$ cat config.mk
export PLATFORM = sky130hd
export DESIGN_NAME = memory_arbiter
export DESIGN_NICKNAME = d
export VERILOG_FILES = /design/src/rtl/memory_arbiter.sv
export SDC_FILE = /design/constraint.sdc
export NUM_CORES = 1
export LEC_CHECK = 0
export CORE_AREA = 2 2 105 107
export DETAILED_ROUTE_END_ITERATION = 8
export DIE_AREA = 0 0 107 109
export PLACE_DENSITY = 0.58
export SYNTH_ARGS = -nofsm -noshare
export SYNTH_HDL_FRONTEND = slang
export SYNTH_SLANG_ARGS = --single-unit
$ cat constraint.sdc
create_clock -name clk_i -period 3.65 [get_ports clk_i]
set_clock_uncertainty 0.15 [all_clocks]
set_input_delay 0.365 -clock clk_i [delete_from_list [all_inputs] [get_ports clk_i]]
set_output_delay 0.365 -clock clk_i [all_outputs]
set_load 0.05 [all_outputs]
$ cat src/rtl/memory_arbiter.sv
// Round-robin arbiter sharing one single-port memory between instruction
// fetch and load/store, with a fixed response latency per access.
module memory_arbiter #(
   parameter int RegBits       = 32,
   parameter int LatencyCycles = 2
) (
   input  logic               clk_i,
   input  logic               rst_i,
   input  logic               if_req_i,
   input  logic [RegBits-1:0] if_addr_i,
   output logic               if_gnt_o,
   output logic               if_rvalid_o,
   output logic [RegBits-1:0] if_rdata_o,
   input  logic               dm_req_i,
   input  logic [RegBits-1:0] dm_addr_i,
   input  logic [RegBits-1:0] dm_wdata_i,
   input  logic [1:0]         dm_we_i,
   output logic               dm_gnt_o,
   output logic               dm_rvalid_o,
   output logic [RegBits-1:0] dm_rdata_o,
   output logic               mem_req_o,
   output logic [RegBits-1:0] mem_addr_o,
   output logic [RegBits-1:0] mem_wdata_o,
   output logic [1:0]         mem_we_o,
   input  logic [RegBits-1:0] mem_rdata_i
);

   typedef enum logic [1:0] {IDLE, BUSY_IF, BUSY_DM} state_t;

   localparam logic [3:0] CntLoad = 4'(LatencyCycles - 1);

   state_t     state_q, state_d;
   logic [3:0] cnt_q, cnt_d;
   logic       last_dm_q, last_dm_d;
   logic       store_q, store_d;
   logic       slot, done, pick_if, pick_dm;

   always_ff @(posedge clk_i or posedge rst_i) begin
      if (rst_i) begin
         state_q   <= IDLE;
         cnt_q     <= 4'd0;
         last_dm_q <= 1'b1;
         store_q   <= 1'b0;
      end else begin
         state_q   <= state_d;
         cnt_q     <= cnt_d;
         last_dm_q <= last_dm_d;
         store_q   <= store_d;
      end
   end

   always_comb begin
      state_d     = state_q;
      cnt_d       = cnt_q;
      last_dm_d   = last_dm_q;
      store_d     = store_q;
      if_gnt_o    = 1'b0;
      if_rvalid_o = 1'b0;
      if_rdata_o  = '0;
      dm_gnt_o    = 1'b0;
      dm_rvalid_o = 1'b0;
      dm_rdata_o  = '0;
      mem_req_o   = 1'b0;
      mem_addr_o  = '0;
      mem_wdata_o = '0;
      mem_we_o    = 2'b00;
      done        = (state_q != IDLE) && (cnt_q == 4'd0);
      slot        = (state_q == IDLE) || (cnt_q == 4'd0);
      // On a tie the side that did not win last time goes first
      pick_if     = slot && if_req_i && (!dm_req_i || last_dm_q);
      pick_dm     = slot && dm_req_i && !pick_if;
      if (!rst_i) begin
         if (done) begin
            state_d = IDLE;
            if (state_q == BUSY_IF) begin
               if_rvalid_o = 1'b1;
               if_rdata_o  = mem_rdata_i;
            end else begin
               dm_rvalid_o = 1'b1;
               dm_rdata_o  = store_q ? '0 : mem_rdata_i;
            end
         end else if (state_q != IDLE) begin
            cnt_d = cnt_q - 4'd1;
         end
         if (pick_if) begin
            if_gnt_o   = 1'b1;
            mem_req_o  = 1'b1;
            mem_addr_o = if_addr_i;
            state_d    = BUSY_IF;
            cnt_d      = CntLoad;
            last_dm_d  = 1'b0;
         end else if (pick_dm) begin
            dm_gnt_o    = 1'b1;
            mem_req_o   = 1'b1;
            mem_addr_o  = dm_addr_i;
            mem_wdata_o = dm_wdata_i;
            mem_we_o    = dm_we_i;
            state_d     = BUSY_DM;
            cnt_d       = CntLoad;
            last_dm_d   = 1'b1;
            store_d     = (dm_we_i != 2'b00);
         end
      end
   end

endmodule

* After elaboration in Yosys (flattened, before gate mapping)
Cells that the tools add are included.
Operators by class: add/subtract/negate cells 1, equal/unequal tests 2, multiplexer cells 38, bitwise gates (word level) 2, reductions and logical operators 20
Operators by type and width (number):
- 32-bit 2-to-1 mux | 13
- 4-bit 2-to-1 mux | 4
- 1-bit 2-to-1 mux | 15
- 2-bit 2-to-1 mux | 6
- 3-bit AND reduction | 2
- 2-bit nonzero test | 3
- 3-bit nonzero test | 2
- 1-bit logical AND | 5
- 4-bit logical NOT | 1
- 2-bit AND reduction | 2
- 4-bit by 1-bit subtractor with 4-bit output, second input constant | 1
- 3-bit by 1-bit != test with 1-bit output, second input constant | 1
- 2-bit by 1-bit == test with 1-bit output, second input constant | 1
- 1-bit logical NOT | 2
- 2-bit logical NOT | 1
- 1-bit logical OR | 2
- 1-bit inverter | 2
Word-level totals: register bits 8, output and inout bits 135

* Logic depth before layout (Yosys ltp)
word-level depth 9, depth in mapped cells 8, gate-level depth less buffers 6

* Worst setup path after synthesis
OpenSTA, ideal clock, no wires.
kind register -> register, from register cnt_q[0], to register cnt_q[2], arrival 2.469 ns, path slack 0.906 ns, stages on the path, launching flop included 8, path buffers 1, period minus slack after synthesis 2.744 ns, path through dfrtp_1 > inv_1 > ha_1 > or4b_1 > buf_6 > a21oi_1 > mux2_2 > mux2i_1
Between the ends: longest elaborated chain between the ends 8, elaborated cells on any way between the ends 16, classes of those cells add/sub (1); eq/ne (1); mux (4); reduce/logical (10)
Ends and longest elaborated chain:
- start, declared | RTL line 33 | logic [3:0] cnt_q, cnt_d;
- start signal, assigned | RTL line 46 | cnt_q <= cnt_d;
- branches (longest 8 deep; another with 4-bit by 1-bit subtractor with 4-bit output)
Several ways; the timed one is not identified. The select of a mux whose other input is x is not followed. A chain may end at the register's enable or synchronous reset.

* Worst setup path in the final report
from register cnt_q[0], to output port mem_wdata_o[19]
Between the ends: longest elaborated chain between the ends 9, elaborated cells on any way between the ends 10, classes of those cells mux (3); reduce/logical (7)
Ends and longest elaborated chain:
- 4-bit logical NOT * | RTL line 68 | slot = (state_q == IDLE) || (cnt_q == 4'd0);
- 1-bit logical OR * | RTL line 68
- 1-bit logical AND (2 in series) | RTL line 70 | pick_if = slot && if_req_i && (!dm_req_i || last_dm_q);
- 1-bit logical NOT | RTL line 71 | pick_dm = slot && dm_req_i && !pick_if;
- 1-bit logical AND | RTL line 71
- 32-bit 2-to-1 mux | RTL line 92 | end else if (pick_dm) begin
- 32-bit 2-to-1 mux * | RTL line 85 | if (pick_if) begin
- 32-bit 2-to-1 mux * | RTL line 72 | if (!rst_i) begin
- end, declared | RTL line 23 | output logic [RegBits-1:0] mem_wdata_o,
Mark *: on every way between the ends. The rest lies on a longest branch, timed or not.

==> impl_metrics.py <==
metrics = {
    "layout": {
        "multi_input_area_um2": 1340,
        "fin_cells": 664,
        "area_growth_syn_to_layout_pct": 243.0,
        "drive_gt1_share_pct": 29.39,
        "antenna_cells": 0,
        "final.fill_count": 916,
        "final_nets": 660,
        "seq_area_um2": 201.4,
    },
    "clock_network": {
        "clkSlewWorstSetupHoldPaths_ns": 0.04,
        "root_buffer": "clkbuf_8",
        "cts_buffers": 3,
        "post_cts_resized": 0,
        "clock_sinks": 8,
        "clkLatencyLatePin_ns": 0.23,
        "cts_setup_buffers": 0,
        "htree_levels": 1,
        "postCtsHoldBufs": 0,
        "cts_tree": "built",
        "clock_path_buffers": 2,
    },
    "routing": {
        "avgViaCountPerCell": 4.279,
        "wl_per_cell_um": 15.33,
        "drc": 0,
        "dr_total_vias": 2841,
        "dr.first_iter.drc_count": 76,
        "drtPass1Iterations": 4,
        "ant_nets": 0,
        "wl_mm": 10.18,
    },
    "floorplanning": {
        "num_rows": 38,
        "core_um2": 10600,
        "die_h_um": 109,
        "die_area_um2": 11660,
        "ios": 269,
        "die_w_um": 107,
        "start_util_pct": 16.05,
    },
    "grt": {
        "grt_pass1_vias": 2783,
        "track_usage_pct": 16.31,
        "grt_max_degree": 38,
        "grt_pass1_wl_mm": 15.01,
        "grt_overflow": 0,
        "antenna_found_initial": 0,
    },
    "timing": {
        "slew_headroom_pct": 54.68,
        "setup_viol": 0,
        "slew_viol_final": 0,
        "worstMarginPinSlew_ns": 0.6783,
        "rsz0062_at_grt": "false",
        "fin_setup_tns_ns": 0,
        "max_freq_ghz": 0.3129,
        "period_share_pct": 87.56,
        "fin_crit_ns": 3.196,
        "hold_violations": 0,
    },
    "synth": {
        "synth_cell_types": 34,
        "ys_seq_area_share_pct": 11.84,
        "synth_fp_nets": 404,
        "ys_seq_elements": 8,
        "synthCells": 269,
        "yosys-top-cells-area": "and2_1, a21oi_1, dfrtp_1, nand3_1, nand2_1",
        "yosys.area.top_type": "and2_1",
        "synth.cell_area_um2": 1702,
        "ys_warn_count": 0,
        "avgSynthCellArea_um2": 6.326,
        "synth_top_area_share_pct": 35.29,
    },
    "critical_path": {
        "reg2regPathDepth": 5,
        "startpoint": "cnt_q[0]",
        "worstSetupStartpointType": "flip-flop",
        "cp.arrival_ns": 2.68,
        "rr_startpoint": "cnt_q[0]",
        "r2r_slack_ns": 1.21,
        "crit_type": "reg -> out",
        "worstSetupEndpointType": "primary output",
        "cp.required_ns": 3.13,
        "path_max_fanout": 37,
    },
    "place": {
        "hpwl_mm": 8.815,
        "placed_cells": 660,
        "gp_routability_congestion": 0.8080,
        "io_buffer_count": 268,
    },
    "hold_path": {
        "hold_class": "reg -> reg",
        "min_path_cells": 1,
        "min_from": "state_q[0]",
    },
    "power_and_ir_drop": {
        "ir_drop_mv": 0.2417,
        "p_per_area_nw_per_um2": 350.7,
        "p_leak_nw": 2.329,
        "total_power_mw": 2.047,
    },
    "status": {
        "status": "finished, final reports clean",
    },
    "flow_run": {
        "max_cap_viol_count": 0,
    },
}
==> synthesized netlist by cell type <==
cell type and count:
a21bo_2 1, a21o_1 1, a21oi_1 35, a21oi_4 1, a22oi_1 1, a31oi_1 1
and2_1 96, and2_2 3, and3_1 1, buf_1 1, buf_2 2, buf_6 8
clkbuf_1 13, dfrtp_1 7, dfstp_2 1, ha_1 1, inv_1 3, mux2_2 1
mux2i_1 1, nand2_1 37, nand2b_1 1, nand3_1 32, nor2_1 6, nor3_1 1
nor3b_1 1, nor3b_4 2, nor4_1 1, o21ai_0 3, o21ai_1 1, o22ai_1 1
o31a_1 1, or3_1 2, or4b_1 1, xnor2_1 1
==> worst max-delay path, cell delays in order (launching register included) <==
cell and delay [ns]:
dfrtp_1 0.41, inv_1 0.08, ha_1 0.20, or4b_1 0.66
a21oi_4 0.64, and2_1 0.29, buf_12 0.15
==> cell families after synthesis <==
group           after synthesis  share of synthesized area (%)
fa+ha+maj                     1                         0.7352
simple gates                184                          60.88
compound gates               46                          15.15
buf+inv                      27                          9.633
mux                           2                          1.250
xor+xnor                      1                         0.5148
flops                         8                          11.84
==> per-stage QoR <==
step / hold WS [ns] / area, um2 / util, % / worst slack (ns)
finish: 0.3831 / 5837 / 55.05 / 0.4542
global route: 0.4045 / 5837 / 55.05 / 0.2705
CTS: 0.3871 / 5837 / 55.05 / 0.4256
detailed placement: 0.3816 / 5792 / 54.63 / 0.4701
global placement: 0.3689 / 5792 / 54.63 / 0.5723
floorplan: 0.04181 / 1702 / - / 0.9059
==> layout by cell type (no fill, tap or decap), types with 2 or more instances in the layout <==
cell type        Yosys  final
clkdlybuf4s50_1      0    134
o21ai_0              3      3
inv_1                3      3
and2_1              96     96
dfrtp_1              7      7
nand2_1             37     37
nand3_1             32     32
nor2_1               6      6
buf_4                0      8
a21oi_1             35     35
clkbuf_8             0      3
and2_2               3      3
or3_1                2      2
buf_12               0    133
nor3b_4              2      2
==> worst paths after layout <==
path / endpoint
worst max-delay path: mem_wdata_o[19]
worst min-delay path: state_q[0]
worst max register to register: store_q
worst min register to register: state_q[0]
max in group asynchronous: last_dm_q
min in group asynchronous: store_q
==> report_power, final <==
group          internal [mW]  total [mW]  switching, mW
logic                  0.808        1.75          0.944
clock network         0.0757       0.111         0.0355
registers              0.135       0.183         0.0487
total                   1.02        2.05           1.03
==> routing by layer <==
layer	global-route usage [%]	wire, um
met5	0	0
met1	17.04	3526
met3	5.738	1181
met2	31.35	5340
met4	3.525	131
==> flip-flops by register name, indices dropped and copies added (netlist names) <==
register and cells:
store_q 1, last_dm_q 1, state_q 2, cnt_q 4
==> cell type report <==
class,instances,share of cell area [%]
clock buffers,4,0.7717
flip-flops and latches,8,3.451
well taps,140,3.001
repair buffers,275,69.62
multi-input cells,234,22.96
inverters,3,0.1929
Power figures use the tool's default switching activity.
==> edit 1 (config.mk and constraints unchanged) <==
Reset style: synchronous (`rst_i`), changed in one clocked block.
--- a/src/rtl/memory_arbiter.sv
+++ b/src/rtl/memory_arbiter.sv
@@ -35,7 +35,7 @@
    logic       store_q, store_d;
    logic       slot, done, pick_if, pick_dm;
 
-   always_ff @(posedge clk_i or posedge rst_i) begin
+   always_ff @(posedge clk_i) begin
       if (rst_i) begin
          state_q   <= IDLE;
          cnt_q     <= 4'd0;
Formal check against the unedited RTL: no difference found for any inputs over 10 cycles, from zero or initial values and one cycle with rst_i high; that may be too few to reach the edited logic, so the function may still have changed.
==> edit 1 against the unedited design <==
Count of clock-buffer cells in the layout down 1; area after synthesis grew 16%; cell area is 2.3% lower; worst setup slack better by 0.22 ns; via count grew 11%; sequential cell count did not move; wire length up 21%; register-to-register slack improved by 0.38 ns.
Power is not compared: it rests on default switching activity, and its combinational part moved more than twofold at a synthesized area within 25%.
==> edit 1: results (changes against the unedited design) <==
Hold path
  • Hold Crit Depth: 2 (was 1)
  • Min-delay src: store_q (was state_q[0])
  • WHS Endpoint: store_q (was state_q[0])

Clocking
  • Worst-path clk slew: 0.04 ns (about the same)
  • Worst skew pair latency: 0.23 ns (about the same)
  • CTS H-tree lvls: 1 (unchanged)

Finish
  • NumNets Final: 699 (was 660)
  • Layout cells sized above 1: 27.2% (was 29.4%)
  • Fill cells: 976 (was 916)
  • Multi-input logic area: 1610 um2 (was 1340 um2)

Yosys
  • Synth cell count leaders: and2_1 (98), a21oi_1 (37), nand2_1 (36) (was and2_1 (96), nand2_1 (37), a21oi_1 (35))
  • Post-synthesis sequential area ratio: 8.09% (was 11.8%)
  • Synthesized area per cell: 6.23 um2 (was 6.33 um2)
  • Syn nets: 453 (was 404)
  • Count of different cell masters after synthesis: 30 (was 34)
  • Synth area leaders: and2_1 (31%), a21o_1 (13%), a21oi_1 (9.3%) (was and2_1 (35%), a21oi_1 (10%), dfrtp_1 (10%))
  • Async SR Flop Fraction: 0% (was 100%)
  • Post-synth top flop: dfxtp_1 (was dfrtp_1)
  • Dominant cell type by area after synthesis: and2_1 (unchanged)

STA
  • Worst-Margin Slew: 0.676 ns (was 0.678 ns)

GRT
  • First-pass GRT wire length: 17700 um (was 15000 um)
  • Overall Global Routing Usage: 19.8% (was 16.3%)
  • Largest net degree at the start of global routing: 42 (was 38)
  • Initial antenna violation count: 1 (was 0)
  • Vias in the first global route: 2982 (was 2783)

Critical path
  • Critical Path AT: 2.46 ns (was 2.68 ns)
  • Worst R2R Start: cnt_q[0] (unchanged)
  • Reg2Reg Setup Slack: 1.59 ns (was 1.21 ns)
  • Slowest library cell on the worst path: clkdlybuf4s50_1 (was or4b_1)
  • CP delay by family, top: buffers and inverters (was simple AND/OR/NAND/NOR gates)
  • Critical R2R Capture: store_q (unchanged)
  • Crit-path max FO: 14 (was 37)
  • Largest stage delay, worst path: 0.84 ns (was 0.66 ns)

Routing
  • Drt first-iter violations: 142 (was 76)
  • Average wire per standard cell: 17.5 um (was 15.3 um)
  • Final WL: 12300 um (was 10200 um)
  • Vias: 3157 (was 2841)

Run status
  • Outcome: complete, no violations (unchanged)

Place
  • Gp weighted congestion: 0.846 (was 0.808)
  • Placed cell area: 5660 um2 (was 5790 um2)
  • Hpwl dp: 10200 um (was 8820 um)

Power and ir drop
  • Worst vdd ir: 103 uV
edit 1: routing by layer:
layer  wire length, um  part of all wire (%)  track usage, %  up-vias
li1                  -                     -               -     1558
met1              4900                    40            24.1     1415
met2              6160                    50            34.8      168
met3               993                   8.1            4.78       16
met4               253                   2.1            5.47        0
met5                 0                     0               0        -
edit 1: power by group through the flow:
stage                     Sequential [uW]  Clock [uW]  Combinational [uW]
after floorplan                       103           0                 405
after global placement                105           0                 834
after detailed placement              105           0                 841
after CTS                             104         106                 844
after global routing                  105         112                 878
final                                 104         105                 838
edit 1: worst min-delay path, stage by stage, from the launching register on:
cell and delay (ns):
dfxtp_1 0.31, inv_1 0.05, a211oi_1 0.05
edit 1: logic make-up (layout without fill, tap and decap cells):
logic type      after synthesis  after routing  share of synthesized area, %
other cells                   0              1                             0
simple gates                184            184                          52.2
buf+inv                      40            284                          10.8
fa+ha+maj                     1              1                         0.632
compound gates               85             85                          28.2
flops                         8              8                          8.09
edit 1: how the worst max path moves through the flow:
stage	startpoint	endpoint	slack, ns	cells after the start
finish	cnt_q[0]	dm_rvalid_o	0.68	5
global route	cnt_q[0]	dm_rvalid_o	0.58	5
CTS	cnt_q[0]	dm_rvalid_o	0.69	5
detailed placement	dm_req_i	mem_wdata_o[18]	0.73	7
global placement	dm_req_i	mem_wdata_o[18]	0.79	7
floorplan	cnt_q[0]	mem_addr_o[23]	0.91	8
edit 1: area by class of cell:
type / instances / area share (%)
diodes: 1 / 0.0439
inverters: 4 / 0.263
well taps: 140 / 3.07
multi-input cells: 270 / 28.2
flip-flops and latches: 8 / 2.81
repair buffers: 277 / 64.9
clock buffers: 3 / 0.724
edit 1: stage by stage:
step | setup slack (ns) | hold slack, ns
floorplan | 0.915 | 0.295
global placement | 0.792 | 0.311
detailed placement | 0.725 | 0.312
CTS | 0.691 | 0.319
global route | 0.585 | 0.355
finish | 0.677 | 0.318
==> edit 2 (same settings) <==
Made on the original files. Set the parameter `RegBits` to 28 (it was 32).
--- a/src/rtl/memory_arbiter.sv
+++ b/src/rtl/memory_arbiter.sv
@@ -1,7 +1,7 @@
 // Round-robin arbiter sharing one single-port memory between instruction
 // fetch and load/store, with a fixed response latency per access.
 module memory_arbiter #(
-   parameter int RegBits       = 32,
+   parameter int RegBits       = 28,
    parameter int LatencyCycles = 2
 ) (
    input  logic               clk_i,
Ports: changed (8 resized); port bits go from 269 to 237. The function was not compared with the original's and may differ.
==> edit 2 against the unedited design <==
Sequential cell count unchanged; utilization decreased by 5.9 points; cell area decreased by 11%; power decreased by 9.0%; area after synthesis decreased by 11%; sequential share of layout area increased by 0.42 points; wire length decreased by 9.8%; worst setup slack improved by 0.29 ns; largest cell class unchanged.
==> edit 2: results (changes against the unedited design) <==
Run status
  • Outcome: complete, no violations (unchanged)

Yosys
  • Post-synth top flop: dfrtp_1 (unchanged)
  • Synth area leaders: and2_1 (36%), dfrtp_1 (12%), a21oi_1 (10%) (was and2_1 (35%), a21oi_1 (10%), dfrtp_1 (10%))
  • Post-synthesis sequential area ratio: 13.3% (was 11.8%)
  • Synth cell count leaders: and2_1 (87), nand2_1 (33), a21oi_1 (31) (was and2_1 (96), nand2_1 (37), a21oi_1 (35))
  • Syn nets: 361 (was 404)
  • Synthesized area per cell: 6.24 um2 (was 6.33 um2)

Place
  • Gp weighted congestion: 0.799 (was 0.808)
  • Hpwl dp: 7940 um (was 8820 um)
  • Placed cells: 604 (was 660)
  • Port bufs: 236 (was 268)
  • Placed cell area: 5160 um2 (was 5790 um2)

Routing
  • Antenna Nets Post-Route: 0 (unchanged)
  • Final WL: 9180 um (was 10200 um)
  • Drt first-iter violations: 119 (was 76)
  • Vias: 2546 (was 2841)

Finish
  • Synth-to-layout area growth: 245% (was 243%)
  • Non-Filler Instances: 608 (was 664)
  • Biggest regs: cnt_q: 4 flops, state_q: 2 flops (unchanged)
  • NumNets Final: 588 (was 660)
  • Fill cells: 976 (was 916)
  • Layout cells sized above 1: 28.8% (was 29.4%)

STA
  • Post-Route Setup TNS: 0 ns (unchanged)
  • Worst-Margin Slew: 0.521 ns (was 0.678 ns)

GRT
  • First-pass GRT wire length: 13500 um (was 15000 um)
  • Largest net degree at the start of global routing: 34 (was 38)
  • Vias in the first global route: 2420 (was 2783)
  • Initial antenna violation count: 0 (unchanged)
  • Overall Global Routing Usage: 14.7% (was 16.3%)

Power and ir drop
  • Worst vdd ir: 183 uV (was 242 uV)
  • LEAKAGE: 0.00207 uW (was 0.00233 uW)
  • Sequential Power Share: 9.8% (was 9.0%)
  • Sw Ratio: 50.0% (was 50.2%)

Hold path
  • Min-delay worst type: input port to async pin (was register to register)

Clocking
  • Postcts setup bufs: 0 (unchanged)
  • CTS H-tree lvls: 1 (unchanged)
  • Maximum buffer depth of the clock tree: 2 (unchanged)

Critical path
  • Critical Path AT: 2.39 ns (was 2.68 ns)
  • Crit-path max FO: 33 (was 37)
## edit 2: cell count changes in the layout (fill, tap and decap cells not counted), sizes merged
cell,unedited run,this run
and2,99,87
clkdlybuf4s50,134,118
a21oi,36,32
nand2,37,33
buf,141,125
nand3,32,28
## edit 2: final cells by class
| cell class | count | share of cell area, % |
|---|---|---|
| flip-flops and latches | 8 | 3.87 |
| clock buffers | 4 | 0.865 |
| inverters | 3 | 0.216 |
| repair buffers | 243 | 68.8 |
| well taps | 140 | 3.36 |
| multi-input cells | 210 | 22.9 |
## edit 2: layer usage
metal	part of all wire [%]	routed length [um]	vias to the layer above	global-route usage (%)
met3	9.5	874	10	4.18
met1	37	3420	1144	16.4
met4	1.5	138	0	3.99
met5	0	0	-	0
li1	-	-	1247	-
met2	52	4750	145	27.3
## edit 2: path summary, 6_finish.rpt
path	start	to	slack, ns	cells past startpoint
worst max-delay path	cnt_q[0]	mem_wdata_o[14]	0.74	7
worst min-delay path	rst_i	store_q	0.36	2
worst max register to register	cnt_q[0]	cnt_q[2]	1.44	6
worst min register to register	state_q[0]	state_q[0]	0.37	1
max in group asynchronous	rst_i	last_dm_q	2.68	2
min in group clk_i	state_q[0]	state_q[0]	0.37	1
## edit 2: worst max-delay path, cell delays in order, from the launching register on
cell and delay [ns]:
dfrtp_1 0.41, inv_1 0.07, ha_1 0.18, or4b_1 0.62
a21oi_2 0.19, buf_4 0.28, and2_1 0.24, buf_12 0.15
## edit 2: metrics by stage
step	hold slack [ns]	utilization, %	setup WS (ns)
after floorplan	0.0407	-	0.867
after global placement	0.367	48.7	0.776
after detailed placement	0.372	48.7	0.727
after CTS	0.366	49.1	0.703
after global routing	0.398	49.1	0.577
final	0.357	49.1	0.744
## edit 2: logic make-up after synthesis
group,count (synthesis),synth area share (%)
DFF,8,13.4
adders and majority gates,1,0.829
xor gates and xnor gates,1,0.581
buffers and inverters,24,7.88
AOI/OAI and AO/OA,42,15.3
muxes,2,1.41
and+or+nand+nor,164,60.7
## edit 2: power groups by stage
| stage | combinational, uW | clock (uW) | sequential [uW] |
|---|---|---|---|
| floorplan | 792 | 0 | 170 |
| global route | 1640 | 119 | 189 |
| detailed placement | 1580 | 0 | 183 |
| global placement | 1560 | 0 | 179 |
| CTS | 1580 | 115 | 183 |
| finish | 1570 | 113 | 183 |
